--- config.mk ---
export PLATFORM = sky130hd
export DESIGN_NAME = pb_event_classifier
export DESIGN_NICKNAME = d
export VERILOG_FILES = /design/src/rtl/pb_event_pkg.sv /design/src/rtl/pb_event_classifier.sv
export SDC_FILE = /design/constraint.sdc
export NUM_CORES = 1
export LEC_CHECK = 0
export ABC_AREA = 1
export CAP_MARGIN = 25
export CORE_UTILIZATION = 50
export CTS_BUF_LIST = sky130_fd_sc_hd__clkbuf_2
export DETAILED_ROUTE_END_ITERATION = 7
export GPL_ROUTABILITY_DRIVEN = 0
export PLACE_DENSITY = 0.68
export SYNTH_ARGS = -nofsm -noshare
export SYNTH_HDL_FRONTEND = slang
export SYNTH_SLANG_ARGS = --single-unit
--- constraint.sdc ---
create_clock -name clk -period 3.07 [get_ports clk]
set_input_delay 0.4605 -clock clk [delete_from_list [all_inputs] [get_ports clk]]
set_output_delay 0.4605 -clock clk [all_outputs]
set_load 0.01 [all_outputs]
--- src/rtl/pb_event_pkg.sv ---
`default_nettype none
// ============================================================================
// Module      : pb_event_pkg
// Description : Shared state encoding and counter sizing for pb_event_classifier
// Revision    : 1.0 - initial release
// ============================================================================
package pb_event_pkg;

    typedef enum logic [2:0] {
        IDLE   = 3'd0,
        PRESS1 = 3'd1,
        GAP    = 3'd2,
        PRESS2 = 3'd3,
        HOLD   = 3'd4
    } state_t;

    // Counter only ever needs to reach the largest terminal value.
    function automatic int cnt_width(input int a, input int b, input int c);
        int m;
        m = a;
        if (b > m) m = b;
        if (c > m) m = c;
        return $clog2(m + 1);
    endfunction

endpackage
`default_nettype wire

--- src/rtl/pb_event_classifier.sv ---
`default_nettype none
// ============================================================================
// Module      : pb_event_classifier
// Description : Classifies debounced button gestures into single click,
//               double click, long press and auto-repeat pulses
// Revision    : 1.0 - initial release
// ============================================================================
module pb_event_classifier
    import pb_event_pkg::*;
#(
    parameter int LONG_CYCLES   = 50_000_000,
    parameter int GAP_CYCLES    = 25_000_000,
    parameter int REPEAT_CYCLES = 10_000_000,
    parameter int CNT_WIDTH     = cnt_width(LONG_CYCLES, GAP_CYCLES, REPEAT_CYCLES)
) (
    input  logic clk,
    input  logic rst,
    input  logic PB_pressed_status,
    input  logic PB_pressed_pulse,
    input  logic PB_released_pulse,
    output logic single_click_pulse,
    output logic double_click_pulse,
    output logic long_press_pulse,
    output logic repeat_pulse,
    output logic busy
);

    localparam logic [CNT_WIDTH-1:0] c_zero     = '0;
    localparam logic [CNT_WIDTH-1:0] c_one      = CNT_WIDTH'(1);
    localparam logic [CNT_WIDTH-1:0] c_long_end = CNT_WIDTH'(LONG_CYCLES - 1);
    localparam logic [CNT_WIDTH-1:0] c_gap_end  = CNT_WIDTH'(GAP_CYCLES - 1);
    localparam logic [CNT_WIDTH-1:0] c_rep_end  = CNT_WIDTH'(REPEAT_CYCLES - 1);

    state_t                 r_state;
    state_t                 w_state_nxt;
    logic [CNT_WIDTH-1:0]   r_cnt;
    logic [CNT_WIDTH-1:0]   w_cnt_nxt;
    logic                   w_single;
    logic                   w_double;
    logic                   w_long;
    logic                   w_repeat;
    logic                   w_press;
    logic                   w_rel;

    // Coincident press and release pulses are a protocol violation; drop both.
    assign w_press = PB_pressed_pulse & ~PB_released_pulse;
    assign w_rel   = PB_released_pulse & ~PB_pressed_pulse;

    always_ff @(posedge clk or posedge rst) begin
        if (rst) begin
            r_state            <= IDLE;
            r_cnt              <= c_zero;
            single_click_pulse <= 1'b0;
            double_click_pulse <= 1'b0;
            long_press_pulse   <= 1'b0;
            repeat_pulse       <= 1'b0;
        end else begin
            r_state            <= w_state_nxt;
            r_cnt              <= w_cnt_nxt;
            single_click_pulse <= w_single;
            double_click_pulse <= w_double;
            long_press_pulse   <= w_long;
            repeat_pulse       <= w_repeat;
        end
    end

    always_comb begin
        w_state_nxt = r_state;
        w_cnt_nxt   = r_cnt;
        w_single    = 1'b0;
        w_double    = 1'b0;
        w_long      = 1'b0;
        w_repeat    = 1'b0;
        unique case (r_state)
            IDLE: begin
                if (w_press) begin
                    w_state_nxt = PRESS1;
                    w_cnt_nxt   = c_zero;
                end
            end
            PRESS1: begin
                if (w_rel) begin
                    w_state_nxt = GAP;
                    w_cnt_nxt   = c_zero;
                end else if (!PB_pressed_status) begin
                    w_state_nxt = IDLE;
                    w_cnt_nxt   = c_zero;
                end else if (r_cnt == c_long_end) begin
                    w_state_nxt = HOLD;
                    w_cnt_nxt   = c_zero;
                    w_long      = 1'b1;
                end else begin
                    w_cnt_nxt   = r_cnt + c_one;
                end
            end
            GAP: begin
                if (w_press) begin
                    w_state_nxt = PRESS2;
                    w_cnt_nxt   = c_zero;
                end else if (r_cnt == c_gap_end) begin
                    w_state_nxt = IDLE;
                    w_cnt_nxt   = c_zero;
                    w_single    = 1'b1;
                end else begin
                    w_cnt_nxt   = r_cnt + c_one;
                end
            end
            PRESS2: begin
                if (w_rel) begin
                    w_state_nxt = IDLE;
                    w_cnt_nxt   = c_zero;
                    w_double    = 1'b1;
                end else if (!PB_pressed_status) begin
                    w_state_nxt = IDLE;
                    w_cnt_nxt   = c_zero;
                end
            end
            HOLD: begin
                if (w_rel || !PB_pressed_status) begin
                    w_state_nxt = IDLE;
                    w_cnt_nxt   = c_zero;
                end else if (r_cnt == c_rep_end) begin
                    w_cnt_nxt   = c_zero;
                    w_repeat    = 1'b1;
                end else begin
                    w_cnt_nxt   = r_cnt + c_one;
                end
            end
            default: begin
                w_state_nxt = IDLE;
                w_cnt_nxt   = c_zero;
            end
        endcase
    end

    assign busy = (r_state != IDLE);

endmodule
`default_nettype wire

==> Flow_metrics.wiki <==
{| class="wikitable"
! Metric !! Value
|-
| Status || finished, final reports clean
|-
| Headroom to the max-slew limit || about 67%
|-
| Unrepaired setup endpoints after global routing || no
|-
| Share of total power in combinational logic || 30.7%
|-
| First-pass GRT wire length || 9020 um
|-
| Die Y-Extent || 70.1 um
|-
| Slew Viols, Final || 0
|-
| CTS tree || built
|-
| Antenna violations before repair || 0
|-
| Residual antenna-violating net count after detailed routing || 0
|-
| Seq/Total Area, Yosys || 35.6%
|-
| Fillers || approximately 460
|-
| Area of the die || 0.00492 mm2
|-
| Count of final hold-check violations || 0
|-
| Final cell count without fillers || 436
|-
| Register bit total from synthesis || 33
|-
| Post-CTS sizing || 0
|-
| Sw power || between 0.4 and 0.5 mW
|-
| Proportion of power drawn by the clock network || 25.6%
|-
| Largest voltage drop on the vdd net || approximately 0.34 mV
|-
| Number of diodes added for antenna fixing || 0
|-
| Violation count after the first detailed-routing iteration || 150
|-
| Number of warning messages in the yosys log || 0
|-
| Via/cell ratio || 4.89
|-
| TNS Setup || 0 ps
|-
| Via count || 2133
|-
| Hold-fix buffer count after cts || 0
|-
| Final design utilization || a little under three fifths
|-
| H-tree Lvls || 2
|-
| Max frequency || about 460 MHz
|-
| Slowest cell delay on critical path || 450 ps
|-
| WL final || between 5000 and 6000 um
|-
| Final net count || 389
|-
| Clock insertion delay at the later pin of the skew report || 380 ps
|-
| Root buffer selected by CTS || clkbuf_2
|-
| Total grt overflow || 0
|-
| Post-CTS setup repair buffer count || 0
|-
| Critical Path End Type || flip-flop
|-
| Number of buffers inserted during clock tree synthesis || 5
|-
| Sink count of the clock tree || 33
|-
| Site Rows || 24
|-
| Number of synthesized flops with an enable pin || 0
|-
| Total power || 1.14 mW
|-
| Maximum clock skew at final layout || 14.7 ps
|-
| Most numerous cell in the Yosys netlist || nand2_1
|-
| Synthesized net count || 376
|-
| Total of buffers placed on input and output ports || 9
|-
| Area growth from synthesis to layout || 8.63%
|-
| Static Leakage || 1.26 nW
|-
| Top cell type by total area after synthesis || dfrtp_1
|-
| Post-DP HPWL || 4060 um
|-
| Power Internal || around 0.7 mW
|-
| Critical-path maximum fanout || 19
|-
| Ratio of total power to cell area || 451 mW/mm2
|-
| Post-detailed-route wirelength per cell || about 12 um
|-
| Leading cell types by total area after synthesis || dfrtp_1 36%, nand2_1 23%, nor2_1 11%
|-
| Initial core utilization || 52.6%
|-
| Period utilization || 70.1%
|-
| Share of post-route cells with drive strength above 1 || 6.25%
|-
| Tightest Pin Transition || 487 ps
|-
| Via count of the first global-routing pass || between 1500 and 2000
|-
| Die X || 70.1 um
|-
| Count of buffer and inverter cells on the critical path || 0
|-
| Post-synthesis area per instance || 6.27 um2
|-
| Worst path required time || 3360 ps
|-
| Crit path kind || reg -> reg
|-
| Area fraction of the dominant cell type after synthesis || between 30% and 40%
|-
| Area of the mapped netlist || 0.00232 mm2
|-
| Maximum number of pins on one net before global-route repair || 34
|-
| Fraction of power spent switching nets || 38.2%
|-
| Hold/Removal Path Class || in -> async
|-
| Cell total after placement || 428
|-
| Setup crit start kind || flip-flop
|-
| Drt pass-1 iters || 4
|-
| Cell type group with the largest total delay on the critical path || simple AND/OR/NAND/NOR gates
|-
| Setup-failing EPs final || 0
|-
| Post-layout min period || 2150 ps
|-
| Number of top-level pins || 10
|-
| Crit path DAT || 2440 ps
|-
| Instance count of the mapped netlist || 370
|-
| Total track usage || 23.5%
|-
| Leading cell types by count after synthesis || 143 x nand2_1, 66 x nor2_1, 47 x inv_1, 33 x dfrtp_1, 26 x nand3_1
|-
| WHS || between 400 and 500 ps
|-
| Clk slew on worst S/H paths || 190 ps
|-
| Post-detailed-route DRC marker count || 0
|-
| Worst-path cell with the longest stage delay || dfrtp_1
|-
| Clock buffer depth || 2
|-
| Unique masters post-synth || 25
|-
| Share of flip-flops with an asynchronous set or reset after synthesis || 100%
|-
| CORE AREA || ~0.0044 mm2
|-
| Synth Flop Type || dfrtp_1
|-
| Cell-by-cell trace of the critical path || ha_1, nand3_2, nor3_2, nand4_1, nand2_1, nand3_4, nor2_4, nor2_1
|-
| Register share of total power || 43.8%
|-
| Count of max-cap constraint violations || 0
|}
-- layer usage --
| layer | vias up | global-route usage [%] | wire, um |
|---|---|---|---|
| met5 | - | 0 | 0 |
| met4 | 0 | 6.67 | 107 |
| met3 | 12 | 4.33 | 213 |
| met2 | 48 | 36.5 | 2260 |
| met1 | 927 | 33.4 | 2670 |
| li1 | 1146 | - | - |
-- cell usage in the layout, fill, tap and decap left out, drive strengths merged --
cell	count
nand2	146
nor2	73
inv	50
dfrtp	33
nand3	28
xor2	11
nor3	10
clkdlybuf4s50	9
nand4	6
clkbuf	5
o21ai	3
a21oi	2
a21boi	1
nor4b	1
and2	1
ha	1
bufinv	1
clkinv	1
clkinvlp	1
buf	1
-- power by group through the flow --
stage | logic [mW] | registers [mW] | clock network, mW
floorplan | 0.290 | 0.498 | 0
global placement | 0.349 | 0.506 | 0
detailed placement | 0.354 | 0.506 | 0
CTS | 0.354 | 0.498 | 0.301
global route | 0.396 | 0.505 | 0.318
finish | 0.349 | 0.498 | 0.291
-- path summary, 6_finish.rpt --
path,from,end,slack [ps],cells after the start
worst min-delay path,rst,r_cnt[23],430,3
worst min register to register,r_cnt[1],r_cnt[1],550,2
worst max register to register,r_cnt[0],r_cnt[11],920,8
worst max-delay path,r_cnt[0],r_cnt[11],920,8
max in group asynchronous,rst,r_state[2],2340,3
min in group clk,r_cnt[1],r_cnt[1],550,2
-- state kept, by name, summed over array words and instances (netlist names) --
signal / cells
double_click_pulse: 1
long_press_pulse: 1
r_cnt: 26
r_state: 3
repeat_pulse: 1
single_click_pulse: 1
-- worst reg2reg max path, delay by kind of cell (launching register included) --
| kind | cells | cell delay, ps |
|---|---|---|
| adders and majority gates | 1 | 310 |
| DFF | 1 | 450 |
| and+or+nand+nor | 7 | 1300 |
-- logic make-up after synthesis --
kind of cell | after synthesis | synth area share [%]
and+or+nand+nor | 265 | 49.0
buffers and inverters | 54 | 9.33
DFF | 33 | 35.6
xor gates and xnor gates | 11 | 4.15
AOI/OAI and AO/OA | 6 | 1.40
adders and majority gates | 1 | 0.539
-- cell type report --
type | count | area (um2) | area share [%]
Tap cell | 52 | 65.1 | 2.58
Timing Repair Buffer | 10 | 97.6 | 3.87
Clock inverter | 3 | 41.3 | 1.64
Inverter | 50 | 188 | 7.44
Sequential cell | 33 | 826 | 32.8
Clock buffer | 5 | 25.0 | 0.993
Multi-Input combinational cell | 283 | 1280 | 50.7
-- per-stage QoR --
step / setup WS [ps] / cell area, um2
global route: 696 / 2520
detailed placement: 776 / 2450
floorplan: 1400 / 2320
CTS: 929 / 2520
finish: 919 / 2520
global placement: 812 / 2450
No activity file was read; power rests on OpenSTA's default activity.
